### src/rtl/imm_gen_pipe.sv
// imm_gen_pipe
//   Registered immediate generator between fetch and decode/execute. Decodes
//   the instruction format on the input side and registers the XLEN-wide
//   immediate, format code and illegal flag alongside inst and pc. A 2-entry
//   skid (output register + skid register) absorbs back-pressure so that
//   in_ready can be a registered output.
//
// Ports
//   clk, reset        rising-edge clock, synchronous active-high reset
//   flush             synchronous flush, drops every buffered entry
//   in_valid/in_ready upstream handshake (in_ready registered)
//   in_inst, in_pc    instruction word and PC
//   out_valid/out_ready downstream handshake
//   out_inst, out_pc  passthrough
//   out_imm           sign/zero-extended immediate
//   out_fmt           0 NONE,1 I,2 I_SHIFT,3 S,4 B,5 U,6 J,7 CSR_Z
//   out_illegal       unknown opcode or in_inst[1:0] != 2'b11
module imm_gen_pipe #(
    parameter  int XLEN    = 32,
    localparam int SHAMT_W = $clog2(XLEN)
) (
    input  logic            clk,
    input  logic            reset,
    input  logic            flush,
    input  logic            in_valid,
    output logic            in_ready,
    input  logic [31:0]     in_inst,
    input  logic [XLEN-1:0] in_pc,
    output logic            out_valid,
    input  logic            out_ready,
    output logic [31:0]     out_inst,
    output logic [XLEN-1:0] out_pc,
    output logic [XLEN-1:0] out_imm,
    output logic [2:0]      out_fmt,
    output logic            out_illegal
);

    localparam logic [2:0] F_NONE = 3'd0, F_I = 3'd1, F_ISH = 3'd2, F_S = 3'd3,
                           F_B = 3'd4, F_U = 3'd5, F_J = 3'd6, F_CSRZ = 3'd7;

    typedef enum logic [1:0] {EMPTY, ONE, TWO} state_t;

    typedef struct packed {
        logic [31:0]     inst;
        logic [XLEN-1:0] pc;
        logic [XLEN-1:0] imm;
        logic [2:0]      fmt;
        logic            illegal;
    } entry_t;

    state_t state;
    entry_t dec, out_r, skid_r;

    logic [6:0] opc;
    logic [2:0] funct3;
    assign opc    = in_inst[6:0];
    assign funct3 = in_inst[14:12];

    // Format decode; sign extension comes from casting a signed value up to XLEN.
    always_comb begin
        dec         = '0;
        dec.inst    = in_inst;
        dec.pc      = in_pc;
        case (opc)
            7'b0000011, 7'b1100111: begin
                dec.fmt = F_I;
                dec.imm = XLEN'($signed(in_inst[31:20]));
            end
            7'b0010011: begin
                if (funct3 == 3'b001 || funct3 == 3'b101) begin
                    // Only the shamt field forms the immediate; funct7 (SRAI bit) is ignored.
                    dec.fmt = F_ISH;
                    dec.imm = XLEN'(in_inst[20 +: SHAMT_W]);
                    if (XLEN == 32 && in_inst[25]) dec.illegal = 1'b1;
                end else begin
                    dec.fmt = F_I;
                    dec.imm = XLEN'($signed(in_inst[31:20]));
                end
            end
            7'b0100011: begin
                dec.fmt = F_S;
                dec.imm = XLEN'($signed({in_inst[31:25], in_inst[11:7]}));
            end
            7'b1100011: begin
                dec.fmt = F_B;
                dec.imm = XLEN'($signed({in_inst[31], in_inst[7], in_inst[30:25],
                                         in_inst[11:8], 1'b0}));
            end
            7'b0110111, 7'b0010111: begin
                dec.fmt = F_U;
                dec.imm = XLEN'($signed({in_inst[31:12], 12'b0}));
            end
            7'b1101111: begin
                dec.fmt = F_J;
                dec.imm = XLEN'($signed({in_inst[31], in_inst[19:12], in_inst[20],
                                         in_inst[30:21], 1'b0}));
            end
            7'b1110011: begin
                if (funct3[2]) begin
                    dec.fmt = F_CSRZ;
                    dec.imm = XLEN'(in_inst[19:15]);
                end else begin
                    dec.fmt = F_I;
                    dec.imm = XLEN'($signed(in_inst[31:20]));
                end
            end
            7'b0110011, 7'b0001111: dec.fmt = F_NONE;
            default:                dec.illegal = 1'b1;
        endcase
        if (in_inst[1:0] != 2'b11) dec.illegal = 1'b1;
    end

    logic accept, drain;
    assign accept = in_valid && in_ready;
    assign drain  = out_valid && out_ready;

    // Skid FSM. in_ready is registered as "next state is not TWO", so there is
    // no combinational path from out_ready.
    always_ff @(posedge clk) begin
        if (reset || flush) begin
            state     <= EMPTY;
            in_ready  <= 1'b1;
            out_valid <= 1'b0;
            out_r     <= '0;
            skid_r    <= '0;
        end else begin
            case (state)
                EMPTY: if (accept) begin
                    out_r     <= dec;
                    out_valid <= 1'b1;
                    state     <= ONE;
                end
                ONE: begin
                    if (accept && drain) begin
                        out_r <= dec;
                    end else if (drain) begin
                        out_valid <= 1'b0;
                        state     <= EMPTY;
                    end else if (accept) begin
                        skid_r   <= dec;
                        in_ready <= 1'b0;
                        state    <= TWO;
                    end
                end
                TWO: if (drain) begin
                    out_r    <= skid_r;
                    in_ready <= 1'b1;
                    state    <= ONE;
                end
                default: begin
                    state     <= EMPTY;
                    in_ready  <= 1'b1;
                    out_valid <= 1'b0;
                end
            endcase
        end
    end

    assign out_inst    = out_r.inst;
    assign out_pc      = out_r.pc;
    assign out_imm     = out_r.imm;
    assign out_fmt     = out_r.fmt;
    assign out_illegal = out_r.illegal;

endmodule

### config.mk
export PLATFORM = sky130hd
export DESIGN_NAME = imm_gen_pipe
export DESIGN_NICKNAME = d
export VERILOG_FILES = /design/src/rtl/imm_gen_pipe.sv
export SDC_FILE = /design/constraint.sdc
export NUM_CORES = 1
export LEC_CHECK = 0
export CAP_MARGIN = 20
export CELL_PAD_IN_SITES_DETAIL_PLACEMENT = 1
export CELL_PAD_IN_SITES_GLOBAL_PLACEMENT = 1
export CORE_MARGIN = 1.5
export CORE_UTILIZATION = 34
export CTS_CLUSTER_DIAMETER = 80
export DETAILED_ROUTE_END_ITERATION = 7
export GPL_TIMING_DRIVEN = 1
export PLACE_DENSITY = 0.84
export SYNTH_ARGS = -nofsm -noshare
export SYNTH_HDL_FRONTEND = slang
export SYNTH_SLANG_ARGS = --single-unit
### constraint.sdc
create_clock -name clk -period 1.6 [get_ports clk]
set_input_delay 0.16 -clock clk [delete_from_list [all_inputs] [get_ports clk]]
set_output_delay 0.16 -clock clk [all_outputs]
set_load 0.01 [all_outputs]
==> qor.yml, run 1 <==
pwr:
  powerDensity_nw_per_um2: 930
  cellLeakagePower_uw: 0.00583
  ir_drop_uv: 623
timing:
  min_period_over_period_pct: 122
  holdWs_ns: 0.152
  max_freq_mhz: 511
  setup_viol: 173
  tightest_slew_ns: 0.518
  max_slew_margin_pct: 65.0
  fin_skew_ns: 0.0252
  fin_crit_ns: 1.96
  finalSetupTns_ns: -11.54
  hold_viol_final: 0
  rsz0062_at_grt: "true"
  layout_setup_ws_ns: -0.356
  slew_violations: 0
cells_and_area:
  final_core_util_pct: 56.4
  final_nets: 1467
  syn2layout_area_growth_pct: 62.8
  fin_area_um2: 14200
  drive_gt1_share_pct: 27.1
  final_common_cell: "nand2_1"
  mostFrequentLayoutCells: "285 x nand2_1, 200 x dfxtp_1, 109 x a21oi_1, 109 x clkdlybuf4s50_1, 98 x buf_4"
detailed_routing:
  wire_per_inst_um: 24.0
  antenna_left: 0
  drt_first_pass_iters: 7
  wl_mm: 41.9
  drc_errors: 0
  drt_iter0_markers: 707
  dr_total_vias: 10200
  vias_per_cell: 5.86
clock_tree:
  cts.sinks: 204
  cts_buffers: 23
  clock_latency_ns: 0.53
  ctsHtreeMaxLevel: 1
  cts.path.max_buffers: 3
  path_clk_slew_ns: 0.07
  cts-root-buf: "clkbuf_16"
  cts_tree: "yes"
outcome:
  failed_checks: "setup timing"
  run_status: "finished with violations"
grt:
  grt_usage_pct: 24.4
  grt_pass1_wl_mm: 52.0
  grt_max_degree: 45
  overflow: 0
  globalRouteMet3Util_pct: 3.48
  grt_pass1_vias: 9755
  grt.busiest_layer: "met2"
  antenna_found_initial: 1
  grt_use_met2_pct: 41.4
  grtUsageMet1_pct: 31.3
floorplanning:
  die_h_um: 163
  fp-row-count: 58
  die_area_um2: 26600
  start_util_pct: 34.7
  core_um2: 25200
  die_w_um: 163
  pin_count: 171
setup_path:
  r2r_slack_ns: -0.36
  critPathKind: "reg2reg"
  reg2reg_depth: 8
  cp-end-kind: "register"
  crit_fanout: 7
  critPathLaunchType: "register"
  critPathRequiredTime_ns: 1.99
  timing.rr.start: "state[1]"
  reg2reg_to: "out_imm[14]"
  crit_arrival_ns: 2.35
synth:
  yosysUniqueCellTypes: 57
  syn_inst: 1121
  yosysWarnings: 0
  synth_mux_area_share_pct: 0
  synth_top_family_by_area: "simple AND/OR/NAND/NOR gates"
  synth_simple_gate_area_share_pct: 25.0
  synth_edf_count: 0
  ys_ff_latch: 204
  ys.flop_type: "dfxtp_1"
  synth_area_leaders: "dfxtp_1 47%, nand2_1 13%, a21oi_1 8.1%, a311oi_1 6.4%, nor2_1 4.1%"
  synth.net_count: 1190
  synth-adder-area-share_pct: 0
  synth_area_um2: 8730
  yosysTopAreaCell: "dfxtp_1"
  syn_avg_cell_area_um2: 7.79
  async_reset_ff_share_pct: 0
  seq_area_frac_synth_pct: 46.8
  synth_compound_area_share_pct: 22.7
  yosysTopAreaCellShare_pct: 46.8
  synthXorXnorAreaFrac_pct: 0
min_path:
  hold_path_depth: 4
  hold_class: "in2reg"
  hold_start: "in_inst[13]"
  worstHoldEndpoint: "skid_r[81]"
placement:
  placed_area_um2: 11700
  routabilityCongestion: 0.842
  hpwl_mm: 21.9
  pre_cts_ws_ns: -0.640
  portBuffers: 170
flow_run:
  max-cap-violations: 0
## kinds of logic after synthesis
family / count (synthesis)
buffers and inverters: 111
DFF: 204
AOI/OAI and AO/OA: 311
and+or+nand+nor: 495
## worst max path at each step
| stage | from | end | slack (ns) | cells after the start |
|---|---|---|---|---|
| after floorplan | out_valid | out_inst[0] | -0.04 | 6 |
| after global routing | state[1] | out_imm[14] | -0.35 | 8 |
| after CTS | state[1] | out_pc[13] | -0.11 | 6 |
| final | state[1] | out_imm[14] | -0.36 | 8 |
| after detailed placement | in_inst[0] | out_fmt[1] | -0.64 | 7 |
| after global placement | in_inst[1] | out_fmt[1] | -0.55 | 7 |
## layout make-up
type	count	area, um2
repair buffers	355	4050
diodes	1	2.50
multi-input cells	806	4870
clock inverters	7	118
well taps	330	413
flip-flops and latches	204	4090
inverters	8	30.0
fillers	2813	11000
clock buffers	33	633
## where the power goes
| group | switching, uW | internal, uW | leakage, uW | total (uW) |
|---|---|---|---|---|
| combinational | 1250 | 1160 | 0.00381 | 2410 |
| sequential | 110 | 5230 | 0.00166 | 5340 |
| clock | 2220 | 3230 | 0.000366 | 5460 |
| total | 3580 | 9620 | 0.00583 | 13200 |
## state kept, by name, summed over array words and instances, names as in the netlist
register     flops
skid_r         100
out_imm         32
out_illegal      1
out_inst        32
out_fmt          3
out_valid        1
out_pc          32
in_ready         1
state            2
## stage by stage
| stage | instances | power, uW |
|---|---|---|
| final | 1744 | 13200 |
| after global routing | 1744 | 13500 |
| after CTS | 1699 | 12600 |
| after detailed placement | 1645 | 7160 |
| after global placement | 1645 | 7120 |
| after floorplan | 1121 | 6150 |
## layer usage
layer / vias up / part of all wire (%)
met5: - / 0
met4: 0 / 5.2
met3: 163 / 5.7
met2: 467 / 49
met1: 5102 / 40
li1: 4490 / -
## synthesized netlist by cell type (4+ instances only)
| library cell | number |
|---|---|
| nor2_1 | 95 |
| inv_1 | 8 |
| and3b_1 | 5 |
| clkbuf_1 | 69 |
| a21oi_1 | 142 |
| nor2b_1 | 8 |
| o21ai_0 | 46 |
| dfxtp_1 | 204 |
| nand3_1 | 18 |
| a221oi_1 | 6 |
| nor4_2 | 10 |
| a31oi_1 | 8 |
| nor4_1 | 9 |
| nand2_1 | 292 |
| a311oi_1 | 64 |
| nor3_1 | 26 |
| buf_2 | 29 |
| o211ai_1 | 5 |
| nand3b_1 | 6 |
| o22ai_1 | 4 |
| a211oi_1 | 13 |
## worst max-delay path, stage by stage (launching register included)
cell and delay, ns:
dfxtp_2 0.34, nand3b_1 0.26, o21ai_4 0.21, buf_12 0.14, buf_12 0.16, buf_12 0.13
buf_16 0.12, nor2_2 0.04, nor4_2 0.41
## repair_timing
item / 4_1_cts / 5_1_grt
hold buffers: 0 / 0
endpoints found under the setup margin: 98 / 168
cloned: 4 / 20
buffers inserted: 10 / 26
pin swaps: 20 / 45
resized for setup: 45 / 251
Power figures use the tool's default switching activity.
==> run 2, diff against run 1 <==
--- a/config.mk
+++ b/config.mk
@@ -9,11 +9,11 @@
 export CELL_PAD_IN_SITES_DETAIL_PLACEMENT = 1
 export CELL_PAD_IN_SITES_GLOBAL_PLACEMENT = 1
 export CORE_MARGIN = 1.5
-export CORE_UTILIZATION = 34
+export CORE_UTILIZATION = 41
 export CTS_CLUSTER_DIAMETER = 80
 export DETAILED_ROUTE_END_ITERATION = 7
 export GPL_TIMING_DRIVEN = 1
-export PLACE_DENSITY = 0.84
+export PLACE_DENSITY = 0.86
 export SYNTH_ARGS = -nofsm -noshare
 export SYNTH_HDL_FRONTEND = slang
 export SYNTH_SLANG_ARGS = --single-unit
==> constraint.sdc (replaced) <==
create_clock -name clk -period 2.5 [get_ports clk]
set_input_delay 0.25 -clock clk [delete_from_list [all_inputs] [get_ports clk]]
set_output_delay 0.25 -clock clk [all_outputs]
set_load 0.01 [all_outputs]
==> run 2 against run 1 <==
The run now ends clean; sequential power fell by 36%; via count fell by 13%; clock power shrank 38%; setup slack improved by 0.82 ns; clock skew is 0.0091 ns lower; routed wire length decreased by 27%; worst hold slack improved by 0.18 ns; sequential cell count unchanged; cell count fell by 11%; count of clock-buffer cells in the layout up 2; register-to-register slack improved by 0.82 ns; fmax down 3.9%; critical path type unchanged.
==> qor.yml, run 2 (synthesized netlist as in run 1, its figures left out) <==
outcome:
  run_status: "finished clean"  # was finished with violations
cells_and_area:
  n_fill_cell: 2558  # was 2813
  largest_register_ffs: 100  # unchanged
  syn2layout_area_growth_pct: 33.3  # was 62.8%
  n_antenna_cell: 0  # was 1
  top_register: "skid_r"  # unchanged
  multi_input_area_um2: 4210  # was 4870 um2
  register_area_um2: 4080  # was 4090 um2
  mostFrequentLayoutCells: "291 x nand2_1, 204 x dfxtp_1, 170 x clkdlybuf4s50_1, 142 x a21oi_1, 93 x nor2_1"  # was 285 x nand2_1, 200 x dfxtp_1, 109 x a21oi_1, 109 x clkdlybuf4s50_1, 98 x buf_4
  drive_gt1_share_pct: 8.56  # was 27.1%
  final_nets: 1329  # was 1467
  final_common_cell: "nand2_1"  # unchanged
  final_core_util_pct: 55.5  # was 56.4%
min_path:
  worstHoldEndpoint: "skid_r[65]"  # was skid_r[81]
  hold_path_depth: 3  # was 4
  hold_start: "in_pc[29]"  # was in_inst[13]
  hold_class: "in2reg"  # unchanged
timing:
  max_freq_mhz: 492  # was 511 MHz
  finalSetupTns_ns: 0  # was -11.54 ns
  fin_crit_ns: 2.03  # was 1.96 ns
  setup_viol: 0  # was 173
  slew_violations: 0  # unchanged
  layout_setup_ws_ns: 0.466  # was -0.356 ns
  tightest_slew_ns: 0.680  # was 0.518 ns
  min_period_over_period_pct: 81.4  # was 122%
  max_slew_margin_pct: 54.6  # was 65.0%
  hold_viol_final: 0  # unchanged
  rsz0062_at_grt: "false"  # was true
  fin_skew_ns: 0.0161  # was 0.0252 ns
floorplanning:
  pin_count: 171  # unchanged
  start_util_pct: 41.6  # was 34.7%
  die_area_um2: 22200  # was 26600 um2
  fp-row-count: 53  # was 58
  die_w_um: 149  # was 163 um
  core_um2: 21000  # was 25200 um2
  die_h_um: 149  # was 163 um
setup_path:
  r2r_slack_ns: 0.47  # was -0.36 ns
  reg2reg_to: "out_pc[21]"  # was out_imm[14]
  timing.rr.start: "state[0]"  # was state[1]
  max_stage_delay_ns: 0.65  # was 0.41 ns
  crit_start: "state[0]"  # was state[1]
  cp_cell_sequence: "nand2b_4, buf_4, nand2_1, a311oi_1"  # was nand3b_1, o21ai_4, buf_12, buf_12, buf_12, buf_16, nor2_2, nor4_2
  critPathSlowestCell: "nand2b_4"  # was nor4_2
  crit_fanout: 50  # was 7
  critPathKind: "reg2reg"  # unchanged
  crit_arrival_ns: 2.44  # was 2.35 ns
  reg2reg_depth: 4  # was 8
  critPathLaunchType: "register"  # unchanged
  critPathRequiredTime_ns: 2.90  # was 1.99 ns
  cp-end-kind: "register"  # unchanged
clock_tree:
  cts.sinks: 204  # unchanged
  cts_tree: "yes"  # unchanged
  cts.path.max_buffers: 3  # unchanged
  cts_resized: 0  # was 45
  path_clk_slew_ns: 0.06  # was 0.07 ns
  postCtsSetupRepairBufs: 0  # was 10
  ctsHtreeMaxLevel: 1  # unchanged
  cts_buffers: 24  # was 23
  cts-root-buf: "clkbuf_16"  # unchanged
  cts_hold_buffers: 0  # unchanged
  clock_latency_ns: 0.52  # was 0.53 ns
grt:
  antenna_found_initial: 1  # unchanged
  grt_usage_pct: 27.1  # was 24.4%
  grt_max_degree: 84  # was 45
  grt_pass1_wl_mm: 48.5  # was 52.0 mm
  grt_pass1_vias: 9240  # was 9755
  overflow: 0  # unchanged
pwr:
  cellLeakagePower_uw: 0.00410  # was 0.00583 uW
  powerDensity_nw_per_um2: 670  # was 930 nW/um2
  ir_drop_uv: 398  # was 623 uV
detailed_routing:
  drt_first_pass_iters: 4  # was 7
  drc_errors: 0  # unchanged
  wire_per_inst_um: 19.6  # was 24.0 um
  vias_per_cell: 5.76  # was 5.86
  drt_iter0_markers: 568  # was 707
  antenna_left: 0  # unchanged
  wl_mm: 30.4  # was 41.9 mm
  dr_total_vias: 8920  # was 10200
placement:
  hpwl_mm: 19.4  # was 21.9 mm
  portBuffers: 170  # unchanged
  routabilityCongestion: 0.866  # was 0.842
  pre_cts_ws_ns: 0.0679  # was -0.640 ns
flow_run:
  max-cap-violations: 0  # unchanged
[run 2: cell count changes in the layout (fill, tap and decap cells not counted), sizes merged, moves of 2 or more]
cell	delta
buf	-127
clkdlybuf4s50	+61
dlymetal6s2s	-37
dlygate4sd2	-24
clkbuf	-10
bufinv	-2
[run 2: routing by layer]
layer	GRT usage, %	vias up	share of wire [%]
li1	-	4190	-
met1	34.6	4382	42
met2	46.9	283	49
met3	3.85	63	5.6
met4	8.76	2	2.8
met5	0	-	0.036
[run 2: where the power goes]
part	total, uW	internal (uW)	switching [uW]
clock network	3390	2040	1350
registers	3410	3350	61.7
logic	994	434	561
[run 2: area by class of cell]
cell class	instances	share of cell area [%]
clock buffers	35	6.04
repair buffers	216	19.0
clock inverters	5	0.484
inverters	8	0.258
flip-flops and latches	204	35.1
well taps	275	2.96
multi-input cells	806	36.2
[run 2: worst max path at each step]
stage	end	slack [ns]
3_5_place_dp	out_imm[21]	0.07
4_1_cts	out_pc[21]	0.46
3_3_place_gp	out_imm[10]	0.18
6_report	out_pc[21]	0.47
5_1_grt	out_pc[17]	0.33
2_1_floorplan	out_imm[16]	0.80
[run 2: critical path, delay by kind of cell (launching register included)]
kind                   cells  cell delay, ns
AOI/OAI and AO/OA          1            0.29
buffers and inverters      1            0.39
and+or+nand+nor            2            0.74
DFF                        1            0.50
[run 2: metrics by stage]
stage	hold WS [ns]	instance area (um2)	std cells	power [uW]
final	0.328	11600	1549	7800
after CTS	0.316	11600	1549	7860
after floorplan	0.384	8730	1121	3940
after global placement	0.439	10900	1509	4430
after detailed placement	0.447	10900	1509	4460
after global routing	0.339	11600	1549	8090
==> RTL change: new RTL, config.mk and constraints of run 2 <==
Set the parameter `XLEN` to 64 (it was 32).
--- a/src/rtl/imm_gen_pipe.sv
+++ b/src/rtl/imm_gen_pipe.sv
@@ -17,5 +17,5 @@
 //   out_illegal       unknown opcode or in_inst[1:0] != 2'b11
 module imm_gen_pipe #(
-    parameter  int XLEN    = 32,
+    parameter  int XLEN    = 64,
     localparam int SHAMT_W = $clog2(XLEN)
 ) (
Ports: changed (resized in_pc, out_imm and out_pc); port bits go from 171 to 267. The function was not compared with the original's and may differ.
==> RTL change against run 2 <==
Wire length up 27%. Synthesized area rose by 27%. Power grew 28%. Design area is 30% higher. Worst setup slack got worse by 0.26 ns. Via count rose by 26%. Sequential cell count is 64 higher. Largest cell class is now sequential cells. Largest power group unchanged. Highest routed layer is now met4.
==> RTL change: results (changes against run 2) <==
Place
  • Quantity of I/O buffers inserted on ports: 266 (was 170)
  • Total instance count after detailed placement: 1940 (was 1509)
  • Placer congestion estimate: 0.849 (was 0.866)
  • Setup slack at placement: -0.288 ns (was 0.0679 ns)
  • Detailed-placement wirelength estimate: 25.2 mm (was 19.4 mm)

Route
  • Uppermost routed layer: met4 (was met5)
  • First-pass detailed-route iteration total: 5 (was 4)
  • Count of routing violations after the opening detailed-route iteration: 732 (was 568)
  • Average wire per standard cell: 19.4 µm (was 19.6 µm)
  • Total number of vias: 11279 (was 8920)

Final layout
  • Ratio of cells with drive above 1 in the final layout: 6.84% (was 8.56%)
  • Final-stage net count: 1731 (was 1329)

Power and ir drop
  • Worst vdd rail ir drop: 0.388 mV (was 0.398 mV)
  • Sw power: 2.50 mW (was 1.98 mW)
  • Combinational cell power: 1.27 mW (was 0.994 mW)
  • Static Leakage: 5.30 nW (was 4.10 nW)

STA
  • Relative slew slack: 37.0% (was 54.6%)

Global routing
  • Number of global-route vias before repair: 11693 (was 9240)
  • Met2 usage: 47.3% (was 46.9%)
  • GRT Total Usage: 26.9% (was 27.1%)
  • Number of antenna violations at the first check in global routing: 0 (was 1)
  • GR Util met3: 5.55% (was 3.85%)

Worst setup path
  • Critical-path top delay cell: sky130_fd_sc_hd__a21boi_1 (was sky130_fd_sc_hd__nand2b_4)
  • Biggest fanout along the worst timing path: 11 (was 50)
  • Family of cells with the greatest summed delay on the critical path: compound AO/OA/AOI/OAI gates (was simple AND/OR/NAND/NOR gates)
  • Launch instance of the worst register-to-register path: out_valid (was state[0])

Yosys
  • Distinct cell type count of the synthesized netlist: 52 (was 57)
  • Number of instances in the synthesized netlist: 1435 (was 1121)
  • Proportion of synthesized chip area in sequential cells: 48.2% (was 46.8%)
  • Post-Synthesis Net Count: 1536 (was 1190)

Run status
  • Status: complete, no violations (unchanged)
-- RTL change: changes by cell type after synthesis, sizes merged, moves of 9 or more --
| cell | delta |
|---|---|
| clkbuf | +27 |
| a31oi | +9 |
| buf | +28 |
| nand2 | +159 |
| o21ai | +9 |
| a211oi | -12 |
| nor4 | -19 |
| nor2 | +25 |
| nor3 | -18 |
| dfxtp | +64 |
| a311oi | +41 |
-- RTL change: cells by family (layout without fill, tap and decap cells) --
kind of cell,Yosys count,count (layout),share of synthesized area [%]
multiplexers,3,3,0.270
AND/OR/NAND/NOR,631,631,22.6
XOR/XNOR,1,1,0.0788
AO/OA/AOI/OAI,371,371,22.0
flip-flops,268,268,48.2
buffers and inverters,161,378,6.81
-- RTL change: final cells by class --
class                           count  area [µm²]
Clock inverter                      5        28.8
Tap cell                          341         427
Timing Repair Buffer              322        3310
Multi-Input combinational cell   1006        5040
Clock buffer                       48         927
Sequential cell                   268        5370
Fill cell                        3135       11700
Inverter                            3        11.3
